**src/rtl/ras_rbk_ctrl.sv**
```systemverilog
`default_nettype none
// ============================================================================
// ras_rbk_ctrl : RAS call-stack rollback controller (snapshot pipe + FSM)
// Rev 1.0
// ============================================================================

`ifndef RAS_DPT
`define RAS_DPT 8
`endif

module ras_rbk_ctrl #(
  parameter int ST_DPT     = `RAS_DPT,
  parameter int SETTLE_CYC = 2,
  parameter int CNT_W      = 16,
  localparam int ST_PTRW   = $clog2(ST_DPT)
) (
  input  logic               clk,
  input  logic               aresetn,
  input  logic [ST_PTRW-1:0] i_snap_ptr,
  input  logic               i_snap_full,
  input  logic               i_fu_valid,
  input  logic               i_fu_is_call,
  input  logic               i_fu_flush,
  input  logic               i_du_stall,
  input  logic               i_exu_stall,
  input  logic               i_exu_flush,
  output logic               o_st_rbk_en,
  output logic [ST_PTRW-1:0] o_st_rbk_ptr,
  output logic               o_st_rbk_full,
  output logic               o_st_rbk_incr_ptr,
  output logic               o_busy,
  output logic [CNT_W-1:0]   o_rbk_cnt
);

  localparam logic [3:0] C_SETTLE_INIT = 4'(SETTLE_CYC - 1);

  typedef enum logic [1:0] {
    ST_IDLE   = 2'd0,
    ST_RBK    = 2'd1,
    ST_SETTLE = 2'd2
  } state_e;

  state_e             state_q, state_d;
  logic [3:0]         settle_cnt_q, settle_cnt_d;

  logic               d_valid_q, d_valid_d;
  logic [ST_PTRW-1:0] d_ptr_q, d_ptr_d;
  logic               d_full_q, d_full_d;
  logic               d_call_q, d_call_d;

  logic               x_valid_q, x_valid_d;
  logic [ST_PTRW-1:0] x_ptr_q, x_ptr_d;
  logic               x_full_q, x_full_d;
  logic               x_call_q, x_call_d;

  logic [ST_PTRW-1:0] rbk_ptr_q, rbk_ptr_d;
  logic               rbk_full_q, rbk_full_d;
  logic               rbk_incr_q, rbk_incr_d;
  logic [CNT_W-1:0]   rbk_cnt_q, rbk_cnt_d;

  logic               w_flush_acc;

  // A flush only counts when the X slot actually holds a live instruction.
  assign w_flush_acc = i_exu_flush & x_valid_q;

  // Snapshot pipeline: the accepted flush kills both slots over any load/hold.
  always_comb begin
    d_valid_d = d_valid_q;
    d_ptr_d   = d_ptr_q;
    d_full_d  = d_full_q;
    d_call_d  = d_call_q;
    x_valid_d = x_valid_q;
    x_ptr_d   = x_ptr_q;
    x_full_d  = x_full_q;
    x_call_d  = x_call_q;

    if (!i_du_stall) begin
      d_valid_d = i_fu_valid & ~i_fu_flush;
      d_ptr_d   = i_snap_ptr;
      d_full_d  = i_snap_full;
      d_call_d  = i_fu_is_call;
    end
    if (!i_exu_stall) begin
      x_valid_d = d_valid_q;
      x_ptr_d   = d_ptr_q;
      x_full_d  = d_full_q;
      x_call_d  = d_call_q;
    end
    if (w_flush_acc) begin
      d_valid_d = 1'b0;
      x_valid_d = 1'b0;
    end
  end

  always_comb begin
    state_d      = state_q;
    settle_cnt_d = settle_cnt_q;
    rbk_ptr_d    = rbk_ptr_q;
    rbk_full_d   = rbk_full_q;
    rbk_incr_d   = rbk_incr_q;
    rbk_cnt_d    = rbk_cnt_q;

    unique case (state_q)
      ST_IDLE: begin
        if (w_flush_acc) state_d = ST_RBK;
      end
      ST_RBK: begin
        state_d      = ST_SETTLE;
        settle_cnt_d = C_SETTLE_INIT;
        if (rbk_cnt_q != {CNT_W{1'b1}}) rbk_cnt_d = rbk_cnt_q + 1'b1;
      end
      ST_SETTLE: begin
        if (w_flush_acc) begin
          state_d = ST_RBK;
        end else if (settle_cnt_q == 4'd0) begin
          state_d = ST_IDLE;
        end else begin
          settle_cnt_d = settle_cnt_q - 4'd1;
        end
      end
      default: state_d = ST_IDLE;
    endcase

    // Fields are captured on every accepted flush; they hold otherwise.
    if (w_flush_acc) begin
      rbk_ptr_d  = x_ptr_q;
      rbk_full_d = x_full_q;
      rbk_incr_d = x_call_q;
    end
  end

  always_ff @(posedge clk or negedge aresetn) begin
    if (!aresetn) begin
      state_q      <= ST_IDLE;
      settle_cnt_q <= 4'd0;
      d_valid_q    <= 1'b0;
      d_ptr_q      <= '0;
      d_full_q     <= 1'b0;
      d_call_q     <= 1'b0;
      x_valid_q    <= 1'b0;
      x_ptr_q      <= '0;
      x_full_q     <= 1'b0;
      x_call_q     <= 1'b0;
      rbk_ptr_q    <= '0;
      rbk_full_q   <= 1'b0;
      rbk_incr_q   <= 1'b0;
      rbk_cnt_q    <= '0;
    end else begin
      state_q      <= state_d;
      settle_cnt_q <= settle_cnt_d;
      d_valid_q    <= d_valid_d;
      d_ptr_q      <= d_ptr_d;
      d_full_q     <= d_full_d;
      d_call_q     <= d_call_d;
      x_valid_q    <= x_valid_d;
      x_ptr_q      <= x_ptr_d;
      x_full_q     <= x_full_d;
      x_call_q     <= x_call_d;
      rbk_ptr_q    <= rbk_ptr_d;
      rbk_full_q   <= rbk_full_d;
      rbk_incr_q   <= rbk_incr_d;
      rbk_cnt_q    <= rbk_cnt_d;
    end
  end

  assign o_st_rbk_en       = (state_q == ST_RBK);
  assign o_busy            = (state_q != ST_IDLE);
  assign o_st_rbk_ptr      = rbk_ptr_q;
  assign o_st_rbk_full     = rbk_full_q;
  assign o_st_rbk_incr_ptr = rbk_incr_q;
  assign o_rbk_cnt         = rbk_cnt_q;

endmodule
`default_nettype wire

```
**config.mk**
```make
export PLATFORM = sky130hd
export DESIGN_NAME = ras_rbk_ctrl
export DESIGN_NICKNAME = d
export VERILOG_FILES = /design/src/rtl/ras_rbk_ctrl.sv
export SDC_FILE = /design/constraint.sdc
export NUM_CORES = 1
export LEC_CHECK = 0
export BUFFER_PORTS_ARGS = -buffer_cell sky130_fd_sc_hd__buf_4
export CAP_MARGIN = 10
export CORE_UTILIZATION = 45
export CTS_CLUSTER_DIAMETER = 30
export CTS_CLUSTER_SIZE = 8
export DETAILED_ROUTE_END_ITERATION = 6
export PLACE_DENSITY = 0.73
export SLEW_MARGIN = 40
export SYNTH_ARGS = -nofsm -noshare
export SYNTH_HDL_FRONTEND = slang
export SYNTH_SLANG_ARGS = --single-unit
```
**constraint.sdc**
```tcl
create_clock -name clk -period 1.63 [get_ports clk]
set_input_delay 0.0815 -clock clk [delete_from_list [all_inputs] [get_ports clk]]
set_output_delay 0.0815 -clock clk [all_outputs]
set_load 0.01 [all_outputs]
```
# [Word level (Yosys, flattened, before mapping)]
# Index checks and enable logic that the tools add are counted.
[totals] ff_bits=39 ramBits=0 in_bits=12 latch_bits=0 output_inout_bits=23 mem_count=0 romBits=0 word_cells=46
[classes] n_div=0 n_mul=0 n_eq_ne=9 n_reduce_logical=7 muxes=11 magnitude_cmp=0 n_bitwise=3 shift=0 n_addsub=2
[op_table] op="adder 16 x 1 -> 16 bit (second input constant)" n=1
[op_table] op="inequality test 16 bit (second input constant)" n=1
[op_table] op="two-way mux 4 bit" n=2
[op_table] op="one-hot mux 4 bit (2 select lines)" n=1
[op_table] op="two-way mux 2 bit" n=3
[op_table] op="inequality test 2 bit (second input constant)" n=3
[op_table] op="one-hot mux 2 bit (3 select lines)" n=1
[op_table] op="logical NOT 4 bit" n=1
[op_table] op="two-way mux 1 bit" n=4
[op_table] op="inequality test 2 x 1 -> 1 bit (second input constant)" n=2
[op_table] op="AND reduction 2 bit" n=2
[op_table] op="nonzero test 2 bit" n=2
[op_table] op="subtractor 4 x 1 -> 4 bit (second input constant)" n=1
[op_table] op="inequality test 3 bit (second input constant)" n=1
[op_table] op="AND reduction 3 bit" n=1
[op_table] op="bitwise AND 1 bit" n=2
[op_table] op="== test 2 x 1 -> 1 bit (second input constant)" n=1
[op_table] op="== test 2 bit (second input constant)" n=1
[op_table] op="logical NOT 2 bit" n=1
[op_table] op="NOT 1 bit" n=1

# [Longest topological paths before layout]
# Gate-level depths: netlist of run 1.
[logic_depth] ltp_word=4 depth_mapped=6 mapped_depth_nobuf=6

# [Least setup slack after synthesis of run 1]
# No wires, ideal clock.
[synth_timing] kind="register to register" start="register state_q[1]" end="register rbk_cnt_q[15], in the netlist o_rbk_cnt[15]" setup_ns=0.128 n_path_buf=0 path_stages_with_launch=7 path_slack_ns=-0.144 arrival_time_ns=1.646 t_required_ns=1.502 synth_period_minus_slack_ns=1.774 cell_sequence="dfrtp_1 inv_1 ha_1 and4_1 nand4_1 nor2_1 mux2_1"
[synth_via] elab_chain_cells=2
[synth_rtl] element="start: declaration" line="43" source="state_e state_q, state_d;"
[synth_rtl] element="start signal: assignment" line="149" source="state_q <= state_d;"
[synth_rtl] element="== test 2 x 1 -> 1 bit"
[synth_rtl] element="via o_st_rbk_en" line="27" source="output logic o_st_rbk_en,"
[synth_rtl] element="AND reduction 2 bit (no source line)"
[synth_rtl] element="end signal: assignment" line="162" source="rbk_cnt_q <= rbk_cnt_d;"
[synth_rtl] element="end: declaration" line="59" source="logic [CNT_W-1:0] rbk_cnt_q, rbk_cnt_d;"
# The timed path passes the listed nets, and every way through them passes these cells.
# A chain may end at the register's enable or synchronous reset.

# [Final worst setup path of run 1]
[layout_timing] start="register state_q[1]" end="register rbk_cnt_q[13], in the netlist o_rbk_cnt[13]"
[layout_via] elab_chain_cells=2
[layout_rtl] element="== test 2 x 1 -> 1 bit" line="103" source="unique case (state_q)"
[layout_rtl] element="AND reduction 2 bit (no source line)"
# Every way passes these cells.

==> summary.txt, run 1 <==
Clock tree
  • Clock slew at reported path FFs: 0.08 ns
  • Total CTS buffers: 5
  • Clk_lat worst skew: 0.29 ns
  • Clk Tree Root Cell: clkbuf_8
  • CTS H-Tree Depth: 2
  • CTS tree: built
  • Max Root-Sink Buffers: 2
  • CTS Sinks: 39

Final layout
  • NumNets Final: 251
  • Most frequent cells in the layout: buf_4 (57), dfrtp_1 (38), nand2_1 (20), nor2_1 (10), mux2_2 (10)
  • Util after Layout: 62.6%
  • Area growth from synthesis to layout: 33.0%
  • Fin cells: 284
  • Antenna cell count: 0
  • Most common cell after layout, fill and taps aside: buf_4
  • Final instance area: 0.00250 mm2
  • Share of cells above drive strength 1: 38.5%

STA
  • Max_slew headroom: 68.0%
  • Worst clock skew: 0.0118 ns
  • Least-Margin Pin Slew: 0.480 ns
  • Setup slack after layout: 0.0546 ns
  • RSZ-0062 raised after global routing: yes
  • Final hold viol count: 0
  • Final max-slew violation count: 0
  • Fmax: 635 MHz
  • Final worst-path cycle share: 96.7%
  • Final min period: 1.58 ns
  • Endpoints failing setup: 0

Pwr
  • Clock Power Share: 23.1%
  • Switching share of total power: 32.7%
  • Int Power: 2.10 mW
  • Part of the power in registers: 42.2%
  • Static Leak: 1.23 nW
  • Final Power: 3.12 mW
  • P per Cell Area: 1250 mW/mm2
  • Net switching power: 1.02 mW
  • Comb pwr share: 34.7%
  • Max IR drop VDD: 748 uV

Die
  • Die height: 66.7 um
  • Row count: 23
  • Die W: 66.7 um
  • Core region area: 0.00400 mm2
  • Starting density of the core: 47.0%
  • DIE AREA: 0.00444 mm2
  • I/O Pins: 35

Synthesis
  • Seq/Total Area, Yosys: 51.9%
  • Syn Nets: 191
  • Share of the synthesized area in the top cell type: 51.9%
  • Area leader, netlist: dfrtp_1
  • #FFs+latches synth: 39
  • Post-Syn Area: 0.00188 mm2
  • EDFF count, synth: 0
  • Cell count after synthesis: 173
  • Unique masters post-synth: 44
  • Predominant post-synthesis flop cell: dfrtp_1
  • Syn. warnings: 0
  • Ranking of synthesized cells by area: dfrtp_1 (52%), mux2_2 (6.0%), ha_1 (4.0%)
  • Post-Syn Area per Cell: 10.9 um2
  • FFs w/ async S/R, synth: 100%

Placed design
  • HPWL after DPL: 2.71 mm
  • Placed cell areas: 0.00234 mm2
  • I/O Buffers: 34
  • RD Place Congestion: 0.815
  • Placed Cells: 271
  • Dpl ws: 0.0200 ns

Setup path
  • WP data arrival: 1.75 ns
  • Worst Path Buf+Inv: 2
  • Crit path max-delay family: simple AND/OR/NAND/NOR gates
  • Critical path type: register to register
  • Slowest CP cell: dfrtp_1
  • CP max FO: 3
  • CP Data Required Time: 1.80 ns
  • CP Capture Type: register
  • Setup crit start kind: register
  • Critical Path Max Stage Delay: 0.42 ns
  • Crit-path cells: inv_2 > ha_4 > and4_4 > nand4_1 > buf_4 > nor3_2 > a21boi_2
  • Reg2Reg Setup Slack: 0.05 ns

GRT
  • Grt met2 use: 31.7%
  • Global route hottest layer: met2
  • GR Util met3: 5.65%
  • Total GRT Usage: 19.4%
  • First-pass GRT wire length: 6.34 mm
  • GRT Residual Overflow: 0
  • GRT met1 Usage: 23.8%
  • Largest net degree at the start of global routing: 40
  • Initial antenna violation count: 0
  • Vias in the first global route: 1439

Routing
  • Routed Wire Length: 3.72 mm
  • DR vias/cell: 5.23
  • Vias: 1484
  • Number of DRC markers in iteration 0: 83
  • Antenna violation net count after detailed routing: 0
  • Average wire per standard cell: 13.1 um
  • DR DRC count: 0
  • Drt first pass iters: 4

Outcome
  • Status: finished clean

Flow run
  • Max Cap Viol: 0

Worst hold path
  • Worst Hold Class: input port to register
==> metrics by stage <==
stage	TNS, ns	hold slack, ns
6_report	0	0.0242
5_1_grt	-0.0708	0.0158
4_1_cts	0	0.0120
3_5_place_dp	0	0.0850
3_3_place_gp	0	0.0860
2_1_floorplan	0	-0.214
==> per-layer routing <==
| layer | wire, um | vias up |
|---|---|---|
| met5 | 0 | - |
| met4 | 49 | 0 |
| met3 | 135 | 5 |
| met2 | 1830 | 33 |
| met1 | 1700 | 704 |
| li1 | - | 742 |
==> power by group through the flow <==
stage | Sequential, mW | Clock [mW] | Combinational [mW]
final | 1.32 | 0.719 | 1.08
after global placement | 1.33 | 0 | 0.988
after detailed placement | 1.33 | 0 | 1.02
after global routing | 1.35 | 0.777 | 1.22
after floorplan | 1.36 | 0 | 0.534
after CTS | 1.31 | 0.736 | 1.02
==> Yosys cell counts, types with 2 or more instances <==
cell / number
xnor2_1: 3
nand3_1: 8
a21oi_1: 4
nand2_1: 20
mux2_1: 3
nor3b_1: 2
dfrtp_1: 39
nand2b_1: 2
nor3_1: 5
ha_1: 6
nor2_1: 11
o31ai_1: 3
a31oi_1: 3
mux2_2: 10
xor2_1: 5
and4_1: 3
nand4_1: 5
o21ai_0: 4
inv_1: 9
clkbuf_1: 4
==> kinds of logic (layout without fill, tap and decap cells) <==
family	Yosys count	in the layout	share of synthesized area (%)
adder cells (fa/ha/maj)	6	6	3.99
XOR/XNOR	8	8	3.72
AO/OA/AOI/OAI	25	25	8.98
multiplexers	14	14	8.31
buffers and inverters	14	75	2.86
AND/OR/NAND/NOR	67	67	20.3
flip-flops	39	39	51.9
==> worst paths after layout <==
check / start / to / cells past startpoint
worst max-delay path: state_q[1] / o_rbk_cnt[13] / 7
worst min register to register: x_call_q / o_st_rbk_incr_ptr / 2
max in group asynchronous: aresetn / state_q[0] / 2
worst min-delay path: i_snap_ptr[1] / d_ptr_q[1] / 2
min in group asynchronous: aresetn / o_rbk_cnt[0] / 2
worst max register to register: state_q[1] / o_rbk_cnt[13] / 7
==> cell type report <==
class                           count  area (um2)
Inverter                            9        33.8
Tap cell                           50        62.6
Timing Repair Buffer               58         438
Clock buffer                        8         100
Multi-Input combinational cell    120         891
Sequential cell                    39         977
Fill cell                         326        1500
==> worst reg2reg max path: stages (launching register included) <==
cell,delay [ns]
dfrtp_1,0.42
inv_2,0.10
ha_4,0.14
and4_4,0.22
nand4_1,0.15
buf_4,0.18
nor3_2,0.17
a21boi_2,0.08
==> registers in the layout (all words and copies together) (netlist names), 2 cells and up <==
register,cells
x_ptr_q,3
state_q,2
settle_cnt_q,4
o_rbk_cnt,16
o_st_rbk_ptr,3
d_ptr_q,3
==> repair_timing <==
item,in CTS,in global routing
hold buffers,1,0
resized for setup,0,9
setup endpoints to repair,0,9
buffers inserted,0,4
hold endpoints to repair,39,0
No activity file was read; power rests on OpenSTA's default activity.
==> inputs of run 2 (changes only) <==
--- a/config.mk
+++ b/config.mk
@@ -7,11 +7,11 @@
 export LEC_CHECK = 0
 export BUFFER_PORTS_ARGS = -buffer_cell sky130_fd_sc_hd__buf_4
 export CAP_MARGIN = 10
-export CORE_UTILIZATION = 45
+export CORE_UTILIZATION = 35
 export CTS_CLUSTER_DIAMETER = 30
 export CTS_CLUSTER_SIZE = 8
 export DETAILED_ROUTE_END_ITERATION = 6
-export PLACE_DENSITY = 0.73
+export PLACE_DENSITY = 0.61
 export SLEW_MARGIN = 40
 export SYNTH_ARGS = -nofsm -noshare
 export SYNTH_HDL_FRONTEND = slang
==> summary.txt, run 2 (synthesis results as in run 1) <==
Final layout
  • NumNets Final: 256
  • Antenna cell count: 0
  • Largest register FFs: 16
  • Most common cell after layout, fill and taps aside: buf_4
  • Share of cells above drive strength 1: 39.3%
  • Final instance area: 0.00256 mm2
  • Area growth from synthesis to layout: 35.9%
  • Most frequent cells in the layout: buf_4 (60), dfrtp_1 (36), nand2_1 (20), nor2_1 (10), mux2_2 (10)
  • Fin cells: 309

STA
  • Endpoints failing setup: 0
  • Worst clock skew: 0.00410 ns
  • Least-Margin Pin Slew: 0.494 ns
  • Max_slew headroom: 67.1%
  • Fmax: 649 MHz
  • Final max-slew violation count: 0
  • Final hold viol count: 0
  • Final worst-path cycle share: 94.5%
  • Final min period: 1.54 ns

Clock tree
  • CTS H-Tree Depth: 2
  • Total CTS buffers: 5
  • Clock slew at reported path FFs: 0.08 ns
  • Max Root-Sink Buffers: 2
  • Clk_lat worst skew: 0.30 ns
  • CTS tree: built
  • CTS Sinks: 39
  • Clk Tree Root Cell: clkbuf_8

Routing
  • Drt first pass iters: 4
  • Routed Wire Length: 3.93 mm
  • DR vias/cell: 4.83
  • Antenna violation net count after detailed routing: 0
  • Vias: 1491
  • Number of DRC markers in iteration 0: 65
  • DR DRC count: 0
  • Average wire per standard cell: 12.7 um

Die
  • Die height: 75.3 um
  • I/O Pins: 35
  • DIE AREA: 0.00567 mm2
  • Core region area: 0.00514 mm2
  • Starting density of the core: 36.6%
  • Die W: 75.3 um
  • Row count: 26

Setup path
  • CP endpoint: o_rbk_cnt[15]
  • CP max FO: 5
  • CP Data Required Time: 1.81 ns
  • Reg2Reg Setup Slack: 0.09 ns
  • R2R depth: 6
  • Setup crit start kind: register
  • CP Capture Type: register
  • Critical path type: register to register
  • WP data arrival: 1.73 ns
  • FF-to-FF Start: state_q[1]
  • Reg2reg end: o_rbk_cnt[15]
  • Critical Path Source: state_q[1]

Outcome
  • Status: finished clean

Pwr
  • P per Cell Area: 1210 mW/mm2
  • Static Leak: 1.24 nW
  • Max IR drop VDD: 582 uV

GRT
  • Vias in the first global route: 1410
  • Initial antenna violation count: 0
  • GRT Residual Overflow: 0
  • Total GRT Usage: 15.4%
  • First-pass GRT wire length: 6.53 mm
  • Largest net degree at the start of global routing: 40

Placed design
  • Placed Cells: 293
  • Placed cell areas: 0.00238 mm2
  • I/O Buffers: 34
  • RD Place Congestion: 0.817
  • HPWL after DPL: 2.84 mm

Worst hold path
  • Worst Hold Class: input port to register

Flow run
  • Max Cap Viol: 0
run 2: cell types whose count changed in the layout (fill, tap and decap cells not counted), sizes merged:
cell / change
buf: +3
clkbuf: -3
clkinvlp: +2
dlygate4sd3: +2
inv: +1
run 2: per-layer routing:
metal | track usage (%) | up-vias | part of all wire (%)
met1 | 21.2 | 706 | 48
met4 | 5.56 | 0 | 1.6
met3 | 3.70 | 6 | 3.3
met5 | 0 | - | 0
met2 | 23.8 | 27 | 47
li1 | - | 752 | -
run 2: power by group:
group | total (mW) | switching [mW] | internal, mW
registers | 1.31 | 0.155 | 1.16
clock network | 0.679 | 0.373 | 0.306
logic | 1.11 | 0.523 | 0.582
total | 3.10 | 1.05 | 2.05
run 2: worst max-delay path: stages (launching register included):
cell and delay [ns]:
dfrtp_1 0.40, inv_2 0.08, ha_4 0.15, and4_4 0.24, nand4_1 0.12, nor2_1 0.13, mux2_1 0.32
run 2: how the worst min path moves through the flow:
stage / from / to / slack [ns] / cells after the start
final: i_snap_ptr[2] / d_ptr_q[2] / 0.02 / 2
after CTS: i_snap_full / d_full_q / 0.001 / 2
after global routing: i_fu_is_call / d_call_q / 0.008 / 2
after detailed placement: aresetn / x_ptr_q[1] / 0.09 / 1
after floorplan: aresetn / d_call_q / -0.21 / 0
after global placement: aresetn / d_call_q / 0.09 / 1
run 2: area by class of cell:
type | instances | area [um2]
Clock buffer | 5 | 68.8
Clock inverter | 3 | 23.8
Tap cell | 70 | 87.6
Timing Repair Buffer | 63 | 480
Sequential cell | 39 | 980
Fill cell | 499 | 2580
Multi-Input combinational cell | 120 | 883
Inverter | 9 | 33.8
run 2: per-stage QoR:
stage               hold slack (ns)  worst slack, ns  power, mW  setup TNS, ns  util, %
finish                       0.0153           0.0896       3.10              0     49.8
global placement             0.0875           0.0371       2.33              0     46.3
CTS                         0.00116          0.00717       3.06              0     48.6
floorplan                    -0.214           0.0127       1.90              0        -
global route                0.00760         -0.00337       3.33       -0.00498     49.8
detailed placement           0.0904         -0.00784       2.35       -0.00784     46.3
run 2: timing repair:
| item | 4_1_cts | 5_1_grt |
|---|---|---|
| endpoints found under the hold margin | 40 | 1 |
| gates resized for setup | 0 | 9 |
| buffers inserted | 1 | 4 |
| endpoints found under the setup margin | 1 | 12 |
| hold buffers | 2 | 1 |
| pin swaps | 0 | 3 |
